===== config.mk =====
export PLATFORM = sky130hd
export DESIGN_NAME = mem_wb_skid_reg
export DESIGN_NICKNAME = d
export VERILOG_FILES = /design/src/rtl/mem_wb_pkg.sv /design/src/rtl/mem_wb_entry.sv /design/src/rtl/mem_wb_skid_reg.sv
export SDC_FILE = /design/constraint.sdc
export NUM_CORES = 1
export LEC_CHECK = 0
export ABC_AREA = 1
export CAP_MARGIN = 20
export CORE_MARGIN = 2
export CORE_UTILIZATION = 39
export DETAILED_ROUTE_END_ITERATION = 8
export PLACE_DENSITY = 0.75
export SYNTH_ARGS = -nofsm -noshare
export SYNTH_HDL_FRONTEND = slang
export SYNTH_SLANG_ARGS = --single-unit

===== constraint.sdc =====
create_clock -name clk -period 3.74 [get_ports clk]
set_clock_uncertainty 0.1 [all_clocks]
set_input_delay 0.748 -clock clk [delete_from_list [all_inputs] [get_ports clk]]
set_output_delay 0.748 -clock clk [all_outputs]
set_load 0.05 [all_outputs]

===== src/rtl/mem_wb_pkg.sv =====
// rtl/mem_wb_pkg.sv - shared types and defaults for the MEM->WB skid register
package mem_wb_pkg;

    localparam int DATA_W_DEF = 32;
    localparam int DST_W_DEF  = 4;

    typedef enum logic [1:0] {
        EMPTY = 2'd0,
        ONE   = 2'd1,
        TWO   = 2'd2
    } mem_wb_state_t;

    // Entry layout at default widths. The two control bits sit at the MSB end,
    // so a flat slot vector keeps them at [W-1:W-2] at any width.
    typedef struct packed {
        logic                  wb_en;
        logic                  mem_rd_en;
        logic [DATA_W_DEF-1:0] alu_result;
        logic [DATA_W_DEF-1:0] mem_data;
        logic [DST_W_DEF-1:0]  dst;
    } mem_wb_entry_t;

    function automatic int entry_w(input int data_w, input int dst_w);
        return 2 + 2 * data_w + dst_w;
    endfunction

endpackage


===== src/rtl/mem_wb_entry.sv =====
// rtl/mem_wb_entry.sv - one pipeline slot register with load and control-bit clear
//
// Ports:
//   clk, rst_n   clock, asynchronous active-low reset (slot resets to 0)
//   i_load       capture i_d on the rising edge
//   i_clr_ctrl   clear the two control bits [W-1:W-2]; payload is kept
//   i_d          next slot contents
//   o_q          current slot contents
module mem_wb_entry #(
    parameter int W = 70
) (
    input  logic         clk,
    input  logic         rst_n,
    input  logic         i_load,
    input  logic         i_clr_ctrl,
    input  logic [W-1:0] i_d,
    output logic [W-1:0] o_q
);

    logic [W-1:0] r_q;

    // A clear wins over a load: a flushed slot must never carry live control bits.
    always_ff @(posedge clk or negedge rst_n) begin
        if (!rst_n) begin
            r_q <= '0;
        end else if (i_clr_ctrl) begin
            r_q[W-1 -: 2] <= 2'b00;
        end else if (i_load) begin
            r_q <= i_d;
        end
    end

    assign o_q = r_q;

endmodule


===== src/rtl/mem_wb_skid_reg.sv =====
// rtl/mem_wb_skid_reg.sv - MEM->WB pipeline register with two-entry skid buffering
//
// Optional feature: define MEM_WB_STALL_CNT_EN to add the stall_cnt port.
//
// Ports:
//   clk, rst_n        clock, asynchronous active-low reset
//   flush             synchronous discard of all held entries
//   in_valid/in_ready upstream handshake; in_ready is registered (= skid empty)
//   in_*              incoming control bits and payload
//   out_valid/out_ready downstream handshake; out_valid = main slot valid
//   out_*             main slot fields; out_wb_value selects mem_data or alu_result
//   stall_cnt         saturating count of in_valid && !in_ready cycles (optional)
module mem_wb_skid_reg
    import mem_wb_pkg::*;
#(
    parameter int DATA_W = DATA_W_DEF,
    parameter int DST_W  = DST_W_DEF
) (
    input  logic              clk,
    input  logic              rst_n,
    input  logic              flush,
    input  logic              in_valid,
    output logic              in_ready,
    input  logic              in_wb_en,
    input  logic              in_mem_rd_en,
    input  logic [DATA_W-1:0] in_alu_result,
    input  logic [DATA_W-1:0] in_mem_data,
    input  logic [DST_W-1:0]  in_dst,
    output logic              out_valid,
    input  logic              out_ready,
    output logic              out_wb_en,
    output logic              out_mem_rd_en,
    output logic [DATA_W-1:0] out_alu_result,
    output logic [DATA_W-1:0] out_mem_data,
    output logic [DST_W-1:0]  out_dst,
    output logic [DATA_W-1:0] out_wb_value
`ifdef MEM_WB_STALL_CNT_EN
    ,
    output logic [15:0]       stall_cnt
`endif
);

    localparam int ENTRY_W = entry_w(DATA_W, DST_W);

    // Same field order as mem_wb_entry_t, sized by this instance's parameters.
    typedef struct packed {
        logic              wb_en;
        logic              mem_rd_en;
        logic [DATA_W-1:0] alu_result;
        logic [DATA_W-1:0] mem_data;
        logic [DST_W-1:0]  dst;
    } entry_t;

    mem_wb_state_t r_state;
    logic          r_out_valid;
    logic          r_in_ready;

    entry_t w_in;
    entry_t w_main;
    entry_t w_skid;
    entry_t w_main_d;
    logic   w_accept;
    logic   w_fire;
    logic   w_main_load;
    logic   w_skid_load;

    assign w_in     = '{wb_en: in_wb_en, mem_rd_en: in_mem_rd_en, alu_result: in_alu_result,
                        mem_data: in_mem_data, dst: in_dst};
    assign w_accept = in_valid & r_in_ready;
    assign w_fire   = r_out_valid & out_ready;

    // Slot load steering. During a flush nothing loads, so a same-cycle input is dropped.
    always_comb begin
        w_main_load = 1'b0;
        w_skid_load = 1'b0;
        w_main_d    = w_in;
        if (!flush) begin
            case (r_state)
                EMPTY: w_main_load = w_accept;
                ONE: begin
                    w_main_load = w_fire & w_accept;
                    w_skid_load = w_accept & ~w_fire;
                end
                TWO: begin
                    // Skid promotes into main; the skid itself is never presented.
                    w_main_load = w_fire;
                    w_main_d    = w_skid;
                end
                default: ;
            endcase
        end
    end

    mem_wb_entry #(.W(ENTRY_W)) u_main (
        .clk        (clk),
        .rst_n      (rst_n),
        .i_load     (w_main_load),
        .i_clr_ctrl (flush),
        .i_d        (w_main_d),
        .o_q        (w_main)
    );

    mem_wb_entry #(.W(ENTRY_W)) u_skid (
        .clk        (clk),
        .rst_n      (rst_n),
        .i_load     (w_skid_load),
        .i_clr_ctrl (flush),
        .i_d        (w_in),
        .o_q        (w_skid)
    );

    // Handshake outputs are registered with the state so in_ready has no
    // combinational path from out_ready.
    always_ff @(posedge clk or negedge rst_n) begin
        if (!rst_n) begin
            r_state     <= EMPTY;
            r_out_valid <= 1'b0;
            r_in_ready  <= 1'b1;
        end else if (flush) begin
            r_state     <= EMPTY;
            r_out_valid <= 1'b0;
            r_in_ready  <= 1'b1;
        end else begin
            case (r_state)
                EMPTY: begin
                    if (w_accept) begin
                        r_state     <= ONE;
                        r_out_valid <= 1'b1;
                    end
                end
                ONE: begin
                    if (w_fire && !w_accept) begin
                        r_state     <= EMPTY;
                        r_out_valid <= 1'b0;
                    end else if (w_accept && !w_fire) begin
                        r_state    <= TWO;
                        r_in_ready <= 1'b0;
                    end
                end
                TWO: begin
                    if (w_fire) begin
                        r_state    <= ONE;
                        r_in_ready <= 1'b1;
                    end
                end
                default: begin
                    r_state     <= EMPTY;
                    r_out_valid <= 1'b0;
                    r_in_ready  <= 1'b1;
                end
            endcase
        end
    end

`ifdef MEM_WB_STALL_CNT_EN
    logic [15:0] r_stall_cnt;

    // Flush does not clear the counter; only reset does.
    always_ff @(posedge clk or negedge rst_n) begin
        if (!rst_n) begin
            r_stall_cnt <= '0;
        end else if (in_valid && !r_in_ready && (r_stall_cnt != 16'hFFFF)) begin
            r_stall_cnt <= r_stall_cnt + 16'd1;
        end
    end

    assign stall_cnt = r_stall_cnt;
`endif

    assign in_ready       = r_in_ready;
    assign out_valid      = r_out_valid;
    assign out_wb_en      = w_main.wb_en;
    assign out_mem_rd_en  = w_main.mem_rd_en;
    assign out_alu_result = w_main.alu_result;
    assign out_mem_data   = w_main.mem_data;
    assign out_dst        = w_main.dst;
    assign out_wb_value   = w_main.mem_rd_en ? w_main.mem_data : w_main.alu_result;

endmodule


# After elaboration in Yosys (flattened, before gate mapping)
# Cells that the tools add are included.
[totals]
regBits = 144
input_bits = 75
out_inout_bits = 104
word_cells = 60
[classes]
n_eq_ne = 10
mux = 25
bitwise_logic = 6
n_reduce_logical = 12
[ops]
columns = ["operator", "n"]
rows = [
  ["70-bit 2-to-1 mux", 3],
  ["32-bit 2-to-1 mux", 1],
  ["3-bit inequality test, second input constant", 5],
  ["2-bit 2-to-1 mux", 7],
  ["1-bit 2-to-1 mux", 10],
  ["1-bit one-hot mux with 3 select lines", 3],
  ["2-bit one-hot mux with 3 select lines", 1],
  ["3-bit AND reduction", 2],
  ["1-bit AND", 4],
  ["2-bit inequality test, second input constant", 2],
  ["4-bit inequality test, second input constant", 1],
  ["2-bit AND reduction", 2],
  ["4-bit AND reduction", 1],
  ["2-bit nonzero test", 2],
  ["2-bit by 1-bit equality test with 1-bit output, second input constant", 1],
  ["2-bit equality test, second input constant", 1],
  ["1-bit logical AND", 2],
  ["1-bit logical NOT", 2],
  ["2-bit logical NOT", 1],
  ["1-bit NOT", 2],
]

# Logic depth before layout (Yosys ltp)
[logic_depth]
word_depth = 7
ltp_mapped = 8
mapped_depth_nobuf = 7

# Cells and area by module
# Synthesis repeated with hierarchy kept, for this count alone.
[hier_totals]
hier_cells = 918
hier_area_um2 = 7240.7
[modules_own_cells]
columns = ["mod", "instances", "cells_per_inst", "area_each_um2"]
rows = [
  ["mem_wb_entry", 2, 305, 2773.9],
  ["mem_wb_skid_reg", 1, 308, 1692.9],
]

# Worst setup path after synthesis
# OpenSTA, ideal clock, no wires.
[synth_timing]
kind = "register to output"
start = "reg u_main.r_q[68] (netlist: u_main.o_q[68])"
end = "out out_wb_value[10]"
arrival_ns = 1.562
t_required_ns = 2.892
path_slack_ns = 1.330
stages_incl_launch_ff = 4
path_cell_list = "dfrtp_1 > clkbuf_1 > buf_2 > mux2_2"
[synth_via]
elab_chain_len = 1
[synth_rtl]
columns = ["item", "line", "source"]
rows = [
  ["start, declared", "mem_wb_entry.sv:20", "logic [W-1:0] r_q;"],
  ["start signal, assigned", "mem_wb_entry.sv:29", "r_q <= i_d;"],
  ["32-bit 2-to-1 mux", "mem_wb_skid_reg.sv:177", "assign out_wb_value = w_main.mem_rd_en ? w_main.mem_data : w_main.alu_result;"],
  ["end, declared", "mem_wb_skid_reg.sv:36", "output logic [DATA_W-1:0] out_wb_value"],
]
# No other way between the ends.

# Worst setup path after layout
[layout_timing]
start = "reg u_main.r_q[68] (netlist: u_main.o_q[68])"
end = "out out_wb_value[8]"
# Same word-level chain as after synthesis.

==> out/metrics.yaml <==
clock_network:
  cts_repair_resize_count: 0
  cts_tree: "done"
  ctsRootBufferMaster: "clkbuf_16"
  insertion_delay_of_the_later_clocked_pin_in_the_worst_skew_pair_ps: 410
  tritoncts.num_buffers: 17
  path_clk_slew_ps: 60
  htreeDepth: 4
  cts_setup_buffers: 0
  numClockSinks: 144
  cts-hold-fix-buffers: 0
  cts.path.max_buffers: 2
global_routing:
  gr-usage-met2_pct: 33.4
  grt_pass1_wl_um: 29800
  groute.layer.met1.usage_pct: 26.5
  gr-max-usage-layer: "met2"
  grtUsageMet3_pct: 5.48
  gr-total-overflow: 0
  number_of_global_route_vias_before_repair: 5930
  grt_start_max_net_pins: 78
  grt_util_all_layers_pct: 20.4
  grt_antenna_before_repair: 0
placement:
  gp_congestion: 0.784
  placed_area_sq_mm: 0.00881
  port_buffers: 178
  place.detailed.hpwl_um: 11400
finish:
  layout-area-overhead-vs-synth_pct: 36.7
  ff_latch_area_sq_mm: 0.00361
  combined_area_of_the_multi_input_logic_cells_sq_mm: 0.00299
  design_area_sq_mm: 0.00939
  finish.net_count: 1132
  count_of_inserted_antenna_diode_cells: 0
  drive_gt1_share_pct: 7.95
  num-fill-cells: 1574
worst_setup_path:
  worst_path_arrival_ps: 2440
  worst-setup-path-type: "reg2out"
  worstSetupStartpoint: "u_main.o_q[68]"
  worst_setup_path_start_kind: "flop"
  endpoint_kind: "output port"
  worst_r2r_startpoint: "in_ready"
  r2r_setup_slk_ps: 1680
  worstPathMaxFanout: 16
  worst-endpoint-required_ps: 2890
detailed_routing:
  ant_nets: 0
  routed_via_density: 4.86
  routed_wirelength_um: 18500
  wl_per_cell_um: 14.3
  vias: 6291
  drt_first_pass_iters: 5
  drt_drc_violations_left: 0
  detailedRoute.firstIterationViolations: 424
sta:
  final_slew_viol_count: 0
  finalSetupViolations: 0
  worstMarginPinSlew_ps: 838
  final.min_clock_period_ps: 3290
  setup_total_negative_slack_ps: 0
  rsz0062_at_grt: "no"
  min_period_over_period_pct: 88.0
  final_hold_viol_count: 0
  slew-limit-headroom_pct: 44.2
  maxClockFrequency_mhz: 304
  timing.hold.ws_ps: 241
outcome:
  run_status: "finished, final reports clean"
die:
  initial_utilization_pct: 39.8
  io_pins: 179
  die_height_um: 137
  core_sq_mm: 0.0172
  num_rows: 48
  die_x_um: 137
  die_area_sq_mm: 0.0187
run:
  maxCapViolCount: 0
synth:
  synth-xor-area-share_pct: 0
  postSynthRegisterBits: 144
  post_synth_mux_area_share_pct: 5.25
  synth.net_count: 977
  synthesis.area_per_instance_sq_um: 7.61
  synthesis.instances: 902
  adder_cell_share_of_the_synthesized_area_pct: 0
  yosysSeqAreaShare_pct: 52.5
  dominant_combinational_cell_family_by_area_after_synthesis: "simple AND/OR/NAND/NOR gates"
  synthSimpleGateAreaFrac_pct: 37.8
  synthesis.yosys.warnings: 0
  synthDistinctLibCells: 19
  synth-compound-area-share_pct: 0.401
  post_synthesis_cell_area_sq_mm: 0.00687
pwr:
  vdd.ir_drop.worst_uv: 625
  leakage_nw: 4.85
  power.total_mw: 8.93
  powerDensity_mw_per_mm2: 951
min_path:
  holdCritPathClass: "in2async"
==> power breakdown <==
part | internal (mW) | switching (mW) | total (mW)
registers | 2.28 | 0.525 | 2.80
clock network | 1.01 | 0.647 | 1.66
logic | 1.52 | 2.95 | 4.46
==> synthesized netlist by cell type <==
cell type / count / area, sq um
nor2_4: 1 / 11.3
nand2_1: 572 / 2150
nand3_1: 77 / 385
nor2_1: 3 / 11.3
o21bai_1: 1 / 7.51
nand2_2: 2 / 12.5
nand3_2: 1 / 10.0
inv_2: 2 / 7.51
mux2_2: 32 / 360
dfrtp_1: 143 / 3580
nor2_2: 1 / 6.26
buf_2: 30 / 150
inv_1: 6 / 22.5
nand4_1: 2 / 12.5
dfstp_2: 1 / 26.3
buf_4: 2 / 15.0
buf_1: 3 / 11.3
clkbuf_1: 19 / 71.3
o21ai_0: 4 / 20.0
==> cells in the final DEF (no fill, tap or decap), drive strengths merged <==
| master | n |
|---|---|
| clkinv | 6 |
| bufinv | 2 |
| dfrtp | 143 |
| nand2 | 574 |
| o21bai | 1 |
| clkdlybuf4s50 | 177 |
| nand3 | 78 |
| buf | 13 |
| inv | 8 |
| mux2 | 32 |
| clkbuf | 21 |
| nor2 | 5 |
| o21ai | 4 |
| clkinvlp | 2 |
| nand4 | 2 |
| dfstp | 1 |
==> kinds of logic after synthesis <==
kind of cell,after synthesis
and+or+nand+nor,659
DFF,144
buffers and inverters,62
muxes,32
AOI/OAI and AO/OA,5
==> registers in the layout, indices dropped and copies added (netlist names) <==
register and flops:
r_state 2, in_ready 1, out_valid 1, u_skid.o_q 70, u_main.o_q 70
==> per-layer routing <==
metal | wire length, um | vias up
met5 | 0 | -
met4 | 269 | 0
met3 | 1280 | 21
met2 | 8870 | 212
met1 | 8130 | 2948
li1 | - | 3110
==> worst max-delay path, cell delays in order (launching register included) <==
cell and delay (ps):
dfrtp_2 670, buf_4 290, mux2_2 360, clkdlybuf4s50_1 710
==> metrics by stage <==
step | cells | utilization, % | worst slack, ps
after CTS | 1294 | 54.5 | 390
after global routing | 1294 | 54.5 | 377
after detailed placement | 1263 | 51.1 | 836
after global placement | 1263 | 51.1 | 895
after floorplan | 902 | - | 1330
final | 1294 | 54.5 | 449
==> cell type report <==
cell class,instances,area share (%)
Clock buffer,21,4.90
Clock inverter,10,1.20
Inverter,8,0.320
Multi-Input combinational cell,696,31.8
Sequential cell,144,38.4
Tap cell,225,3.00
Timing Repair Buffer,190,20.4
==> path summary, 6_finish.rpt <==
| check | to | depth (start not counted) |
|---|---|---|
| max | out_wb_value[8] | 3 |
| min | u_skid.o_q[8] | 1 |
| max reg2reg | u_main.o_q[28] | 7 |
| min reg2reg | u_skid.o_q[17] | 2 |
| max in group asynchronous | u_skid.o_q[25] | 2 |
| min in group clk | u_skid.o_q[17] | 2 |
(Power assumes the default switching activity.)
